==> src/rtl/sme_rng_feed.sv <==
// sme_rng_feed: randomness supply for the SME ALU guard-share bus.
//
// A 32-bit Galois LFSR produces one word per cycle into a word buffer. Once
// RMAX = SMAX + SMAX*(SMAX-1)/2 words are collected the bundle is presented
// on rng with rng_valid high, and it is consumed at most once by rng_take.
//
// Ports:
//   g_clk       in   clock (single domain)
//   g_resetn    in   synchronous active-low reset
//   g_clk_req   out  clock request: high while filling or seeding
//   seed_valid  in   load seed into the LFSR and discard buffered words
//   seed        in   new LFSR state (0 is replaced by 1)
//   rng_take    in   consumer accepts the current bundle
//   rng_valid   out  a complete, unused bundle is on rng
//   rng         out  RMAX words, word i at rng[i*XLEN +: XLEN]; zero when invalid
//
// Optional feature macro: SME_RNG_FEED_DBUF_EN
//   Two RMAX-word banks; the inactive bank is filled in the background so a
//   take can swap banks without dropping rng_valid.

module sme_rng_feed #(
  parameter int unsigned XLEN       = 32,
  parameter int unsigned SMAX       = 4,
  parameter logic [31:0] LFSR_RESET = 32'h0000_0001,
  localparam int unsigned RMAX      = SMAX + SMAX * (SMAX - 1) / 2,
  localparam int unsigned RW        = RMAX * XLEN - 1
) (
  input  logic          g_clk,
  input  logic          g_resetn,
  output logic          g_clk_req,
  input  logic          seed_valid,
  input  logic [31:0]   seed,
  input  logic          rng_take,
  output logic          rng_valid,
  output logic [RW:0]   rng
);

  localparam int unsigned CW   = $clog2(RMAX + 1);
  localparam int unsigned IW   = (RMAX > 1) ? $clog2(RMAX) : 1;
  localparam logic [31:0] TAPS = 32'h8020_0003;

  // Galois LFSR step.
  function automatic logic [31:0] lfsr_step(input logic [31:0] s);
    return (s >> 1) ^ (s[0] ? TAPS : 32'h0000_0000);
  endfunction

  logic [31:0]   lfsr_q;
  logic          valid_q;
  logic          take;
  logic [RW:0]   rng_flat;

  assign take      = rng_take && valid_q;
  assign rng_valid = valid_q;
  // Never expose stale masks.
  assign rng       = valid_q ? rng_flat : '0;

`ifdef SME_RNG_FEED_DBUF_EN

  logic [XLEN-1:0] bank_q [2][RMAX];
  logic            act_q;
  logic [CW-1:0]   cnt_a_q;   // words in the active bank
  logic [CW-1:0]   cnt_i_q;   // words in the inactive bank

  // A take always swaps banks: if the inactive bank is full the bundle is
  // replaced immediately, otherwise the partially filled bank becomes active
  // and finishes filling while rng_valid is low.
  always_ff @(posedge g_clk) begin
    if (!g_resetn) begin
      lfsr_q  <= LFSR_RESET;
      act_q   <= 1'b0;
      cnt_a_q <= '0;
      cnt_i_q <= '0;
      valid_q <= 1'b0;
      for (int unsigned b = 0; b < 2; b++) begin
        for (int unsigned i = 0; i < RMAX; i++) begin
          bank_q[b][i] <= '0;
        end
      end
    end else if (seed_valid) begin
      lfsr_q  <= (seed == 32'h0000_0000) ? 32'h0000_0001 : seed;
      cnt_a_q <= '0;
      cnt_i_q <= '0;
      valid_q <= 1'b0;
    end else if (take) begin
      act_q   <= ~act_q;
      cnt_a_q <= cnt_i_q;
      cnt_i_q <= '0;
      valid_q <= (cnt_i_q == CW'(RMAX));
    end else if (cnt_a_q != CW'(RMAX)) begin
      bank_q[act_q][cnt_a_q[IW-1:0]] <= XLEN'(lfsr_q);
      lfsr_q  <= lfsr_step(lfsr_q);
      cnt_a_q <= cnt_a_q + CW'(1);
      valid_q <= (cnt_a_q == CW'(RMAX - 1));
    end else if (cnt_i_q != CW'(RMAX)) begin
      bank_q[~act_q][cnt_i_q[IW-1:0]] <= XLEN'(lfsr_q);
      lfsr_q  <= lfsr_step(lfsr_q);
      cnt_i_q <= cnt_i_q + CW'(1);
    end
  end

  // Flatten the active bank onto the output bus.
  always_comb begin
    rng_flat = '0;
    for (int unsigned i = 0; i < RMAX; i++) begin
      rng_flat[i*XLEN +: XLEN] = bank_q[act_q][i];
    end
  end

  assign g_clk_req = (cnt_a_q != CW'(RMAX)) || (cnt_i_q != CW'(RMAX)) || seed_valid;

`else

  logic [XLEN-1:0] word_q [RMAX];
  logic [CW-1:0]   cnt_q;

  // Seed beats take beats fill; take edges write nothing and hold the LFSR.
  always_ff @(posedge g_clk) begin
    if (!g_resetn) begin
      lfsr_q  <= LFSR_RESET;
      cnt_q   <= '0;
      valid_q <= 1'b0;
      for (int unsigned i = 0; i < RMAX; i++) begin
        word_q[i] <= '0;
      end
    end else if (seed_valid) begin
      lfsr_q  <= (seed == 32'h0000_0000) ? 32'h0000_0001 : seed;
      cnt_q   <= '0;
      valid_q <= 1'b0;
    end else if (take) begin
      cnt_q   <= '0;
      valid_q <= 1'b0;
    end else if (cnt_q != CW'(RMAX)) begin
      word_q[cnt_q[IW-1:0]] <= XLEN'(lfsr_q);
      lfsr_q  <= lfsr_step(lfsr_q);
      cnt_q   <= cnt_q + CW'(1);
      valid_q <= (cnt_q == CW'(RMAX - 1));
    end
  end

  // Flatten the buffer onto the output bus.
  always_comb begin
    rng_flat = '0;
    for (int unsigned i = 0; i < RMAX; i++) begin
      rng_flat[i*XLEN +: XLEN] = word_q[i];
    end
  end

  assign g_clk_req = (cnt_q != CW'(RMAX)) || seed_valid;

`endif

endmodule

==> config.mk <==
export PLATFORM = sky130hd
export DESIGN_NAME = sme_rng_feed
export DESIGN_NICKNAME = d
export VERILOG_FILES = /design/src/rtl/sme_rng_feed.sv
export SDC_FILE = /design/constraint.sdc
export NUM_CORES = 1
export LEC_CHECK = 0
export BUFFER_PORTS_ARGS = -buffer_cell sky130_fd_sc_hd__buf_2
export CORE_MARGIN = 2
export CORE_UTILIZATION = 49
export DETAILED_ROUTE_END_ITERATION = 7
export PLACE_DENSITY = 0.8
export SYNTH_ARGS = -nofsm -noshare
export SYNTH_HDL_FRONTEND = slang
export SYNTH_SLANG_ARGS = --single-unit
==> constraint.sdc <==
create_clock -name g_clk -period 4.15 [get_ports g_clk]
set_clock_uncertainty 0.05 [all_clocks]
set_input_delay 1.0375 -clock g_clk [delete_from_list [all_inputs] [get_ports g_clk]]
set_output_delay 1.0375 -clock g_clk [all_outputs]
set_load 0.02 [all_outputs]
==> Word-level counts from Yosys, hierarchy flattened <==
Memory sizes are Yosys's and may differ from the RTL's.
Index checks and enable logic that the tools add are counted.
{ "totals": {"regBits": 37, "ramBits": 320, "inputBits": 36, "out_inout_bits": 322, "elab_cells": 32, "memories": 1} }
{ "op_classes": {"n_addsub": 1, "n_eq_ne": 3, "n_mux": 15, "n_bitwise": 2, "reduce_logical": 7} }
{ "mem_list": {"columns": ["memory", "depth", "word_bits", "read_ports", "rd_ports_with_merged_regs", "wr", "line_no", "text"], "rows": [
  ["word_q", 10, 32, 10, 0, 10, "113", "logic [XLEN-1:0] word_q [RMAX];"]
]} }
{ "op_table": {"columns": ["operator", "n"], "rows": [
  ["$mux 320", 1],
  ["$mux 32", 6],
  ["$logic_not 32->1", 1],
  ["$reduce_or 32->1", 1],
  ["$xor 31x32->32", 1],
  ["$mux 1", 7],
  ["$add 4x1->4 const B", 1],
  ["$eq 4x4->1 const B", 1],
  ["$mux 4", 1],
  ["$ne 4x4->1 const B", 1],
  ["$reduce_or 3->1", 1],
  ["$ne 2x2->1 const B", 1],
  ["$reduce_and 2->1", 1],
  ["$reduce_bool 2->1", 1],
  ["$logic_and 1x1->1", 1],
  ["$logic_or 1x1->1", 1],
  ["$not 1->1", 1]
]} }

==> Longest topological paths before layout <==
{ "depth": {"depth_word": 8, "ltp_mapped": 8, "depth_no_buf": 6} }

==> Least setup slack after synthesis <==
Ideal clock, no wire load.
{ "synth_path": {"path_kind": "input-to-reg", "startpoint": "input port rng_take", "endpoint": "memory word_q[7][0], enable pin", "setup_time_ns": 0.466, "arrival_time_ns": 3.558, "required_ns": 3.634, "slack_ns": 0.076, "stages": 2, "path_buffers": 0, "path_cell_list": "a21o_1 -> o21ai_0"} }
{ "synth_lines": {"columns": ["item", "line_no", "text"], "rows": [
  ["from (decl)", "33", "input logic rng_take,"],
  ["to (decl)", "113", null]
]} }

==> Final worst setup path <==
{ "layout_path": {"startpoint": "register valid_q (netlist: rng_valid)", "endpoint": "output port rng[0]"} }
{ "layout_via": {"elab_chain_len": 1} }
{ "layout_rtl": {"columns": ["item", "line_no", "text"], "rows": [
  ["from (decl)", "48", "logic valid_q;"],
  ["from (signal assigned)", "136", "valid_q <= (cnt_q == CW'(RMAX - 1));"],
  ["$mux 320", "55", "assign rng = valid_q ? rng_flat : '0;"],
  ["to (decl)", "35", "output logic [RW:0] rng"]
]} }
No other way between the ends.

==> impl_metrics.tcl <==
set metrics [dict create \
    cts_root_buffer "clkbuf_16" \
    grt_pass1_wl_mm 62.5 \
    synth-seq-cells 357 \
    cts_buffers 36 \
    post-cts-setup-buffers 0 \
    hold_viol_final 0 \
    cts_resized 0 \
    die_height_um 181 \
    clock_latency_ps 510 \
    final-seq-area_um2 10400 \
    die_x_um 181 \
    cp-end-kind "output pin" \
    synth_ff_type "edfxtp_1" \
    report.final.slew_viol_count 0 \
    dr.pass1.iters 5 \
    cp_top_family "buffers and inverters" \
    p_total_mw 7.51 \
    cts_tree "done" \
    syn_avg_cell_area_um2 12.0 \
    syn_to_final_growth_pct 21.0 \
    die-area_um2 32600 \
    wl_mm 42.9 \
    initial_core_util 0.499 \
    crit_path_cell_trace "buf_4 > and2_1 > buf_2" \
    finalWorstSetupSlack_ps 859 \
    synth_nets 1318 \
    multi_input_area_um2 4460 \
    p_leak_nw 8.44 \
    setup_violations 0 \
    yosysWarnings 0 \
    place_inst 1963 \
    finish.utilization 0.603 \
    crit_fanout 101 \
    cts_buffer_depth 3 \
    ys_seq_area_frac 0.677 \
    grt_antenna_before_repair 1 \
    netlist_top_cells_area "edfxtp_1, and2_1, nor2_1, dfxtp_1, mux2i_1" \
    core_um2 30700 \
    worst_pin_slew_ps 1080 \
    peakVddDrop_v 0.000340 \
    postPlaceCellArea_um2 17400 \
    synth_edf_count 320 \
    path_buf_inv 2 \
    synth.distinct_cells 34 \
    grt_pass1_vias 10200 \
    cts_max_level 2 \
    wl_per_cell_um 21.2 \
    fill_cells 2435 \
    routed_via_density 5.32 \
    syn-cell-area_um2 15300 \
    yosysTopAreaCell "edfxtp_1" \
    post-place-ws_ps 805 \
    fp-row-count 64 \
    drtIter0Drc 1068 \
    finalSetupTns_ps 0 \
    min_period_ps 3290 \
    drive_gt1_frac 0.285 \
    yosys.area.top_type_share 0.628 \
    hold-worst-slack_ps 501 \
    fin_crit_sh 0.793 \
    worst-endpoint-arrival_ps 2200 \
    start_kind "flop" \
    power_density_nw_per_um2 406 \
    place.gp.congestion 0.846 \
    clk_pin_slew_ps 60 \
    r2r_start "cnt_q[0]$_SDFFE_PP0N_" \
    async_flop_share 0 \
    drtAntennaViolNets 0 \
    drc 0 \
    maxSlewHeadroom 0.281 \
    cts_sinks 357 \
    grt_start_max_net_pins 188 \
    final_cell_area_um2 18500 \
    hp-class "flop to flop" \
    io_buffers 357 \
    critPathSlowestCell "buf_4" \
    cp.required_ps 3060 \
    vias 10800 \
    rsz0062_at_grt "false" \
    ios 358 \
    startpoint "rng_valid$_SDFFE_PP0N_" \
    status "finished clean" \
    cp_slowest_stage_delay_ps 610 \
    path_class "flop to output pin" \
    fmax_mhz 304 \
    stdcell_count 2028 \
    worst_hold_startpoint "lfsr_q[23]$_SDFFE_PN0P_" \
    finalNetCount 1644 \
    overflow 0 \
    grt_use_total 0.256 \
    synth_cells 1279 \
    postCtsHoldBufs 0 \
    max_cap_violations 0 \
    hpwl_mm 28.2 \
]
[layout make-up]
class / count / share of cell area
inverter: 36 / 0.00730
clock inverter: 19 / 0.00913
antenna: 2 / 0.000271
tap: 396 / 0.0268
multi-input combinational: 800 / 0.241
sequential: 357 / 0.560
timing repair buffer: 374 / 0.104
clock buffer: 44 / 0.0515
[worst paths after layout]
check	slack, ps	endpoint	cells past startpoint
min	500	lfsr_q[23]$_SDFFE_PN0P_	1
max	860	rng[0]	3
max reg2reg	1170	word_q[6][13]$_SDFFCE_PN0P_	6
min reg2reg	500	lfsr_q[23]$_SDFFE_PN0P_	1
[cells by family (layout without fill, tap and decap cells)]
family	Yosys count	after routing	share of synthesized area
mux	31	31	0.0203
other cells	0	2	0
simple gates	720	720	0.240
flops	357	357	0.677
compound gates	41	41	0.0241
buf+inv	122	473	0.0340
fa+ha+maj	3	3	0.00245
xor+xnor	5	5	0.00286
[power breakdown]
part           internal, mW  total (mW)  leakage (nW)  switching, mW
sequential             4.05        4.11          3.62         0.0620
combinational        0.0644       0.258          4.27          0.194
clock                  1.82        3.14         0.547           1.32
[cell usage after synthesis (9+ instances only)]
cell	number
and2_1	321
edfxtp_1	320
nor2_1	293
clkbuf_1	55
nand2_1	50
dfxtp_1	37
inv_1	36
mux2i_1	31
o211a_1	30
nand2_2	29
buf_2	25
nor4_1	9
[routing by layer]
layer,global-route usage,vias to the layer above,part of all wire
met5,0,-,0
li1,-,4893,-
met4,0.105,0,0.040
met3,0.0451,98,0.086
met1,0.346,5191,0.40
met2,0.412,598,0.47
[registers in the layout, indices dropped and copies added, names as in the netlist]
signal     flops
cnt_q          4
lfsr_q        32
rng_valid      1
word_q       320
[cells in the final DEF, fill, tap and decap left out, types with 3 or more instances in the layout]
cell,count
edfxtp_1,320
buf_4,16
bufinv_16,3
mux2i_1,31
nor2b_1,3
buf_2,357
clkinv_1,10
o211a_1,30
o21ai_0,3
clkbuf_16,37
clkinv_2,3
nor2_1,293
nand2_2,37
nand4_1,5
xnor2_1,3
inv_1,36
clkbuf_1,7
nor4_1,9
dfxtp_1,36
nand2_1,42
ha_1,3
and2_1,321
Power figures use the tool's default switching activity.
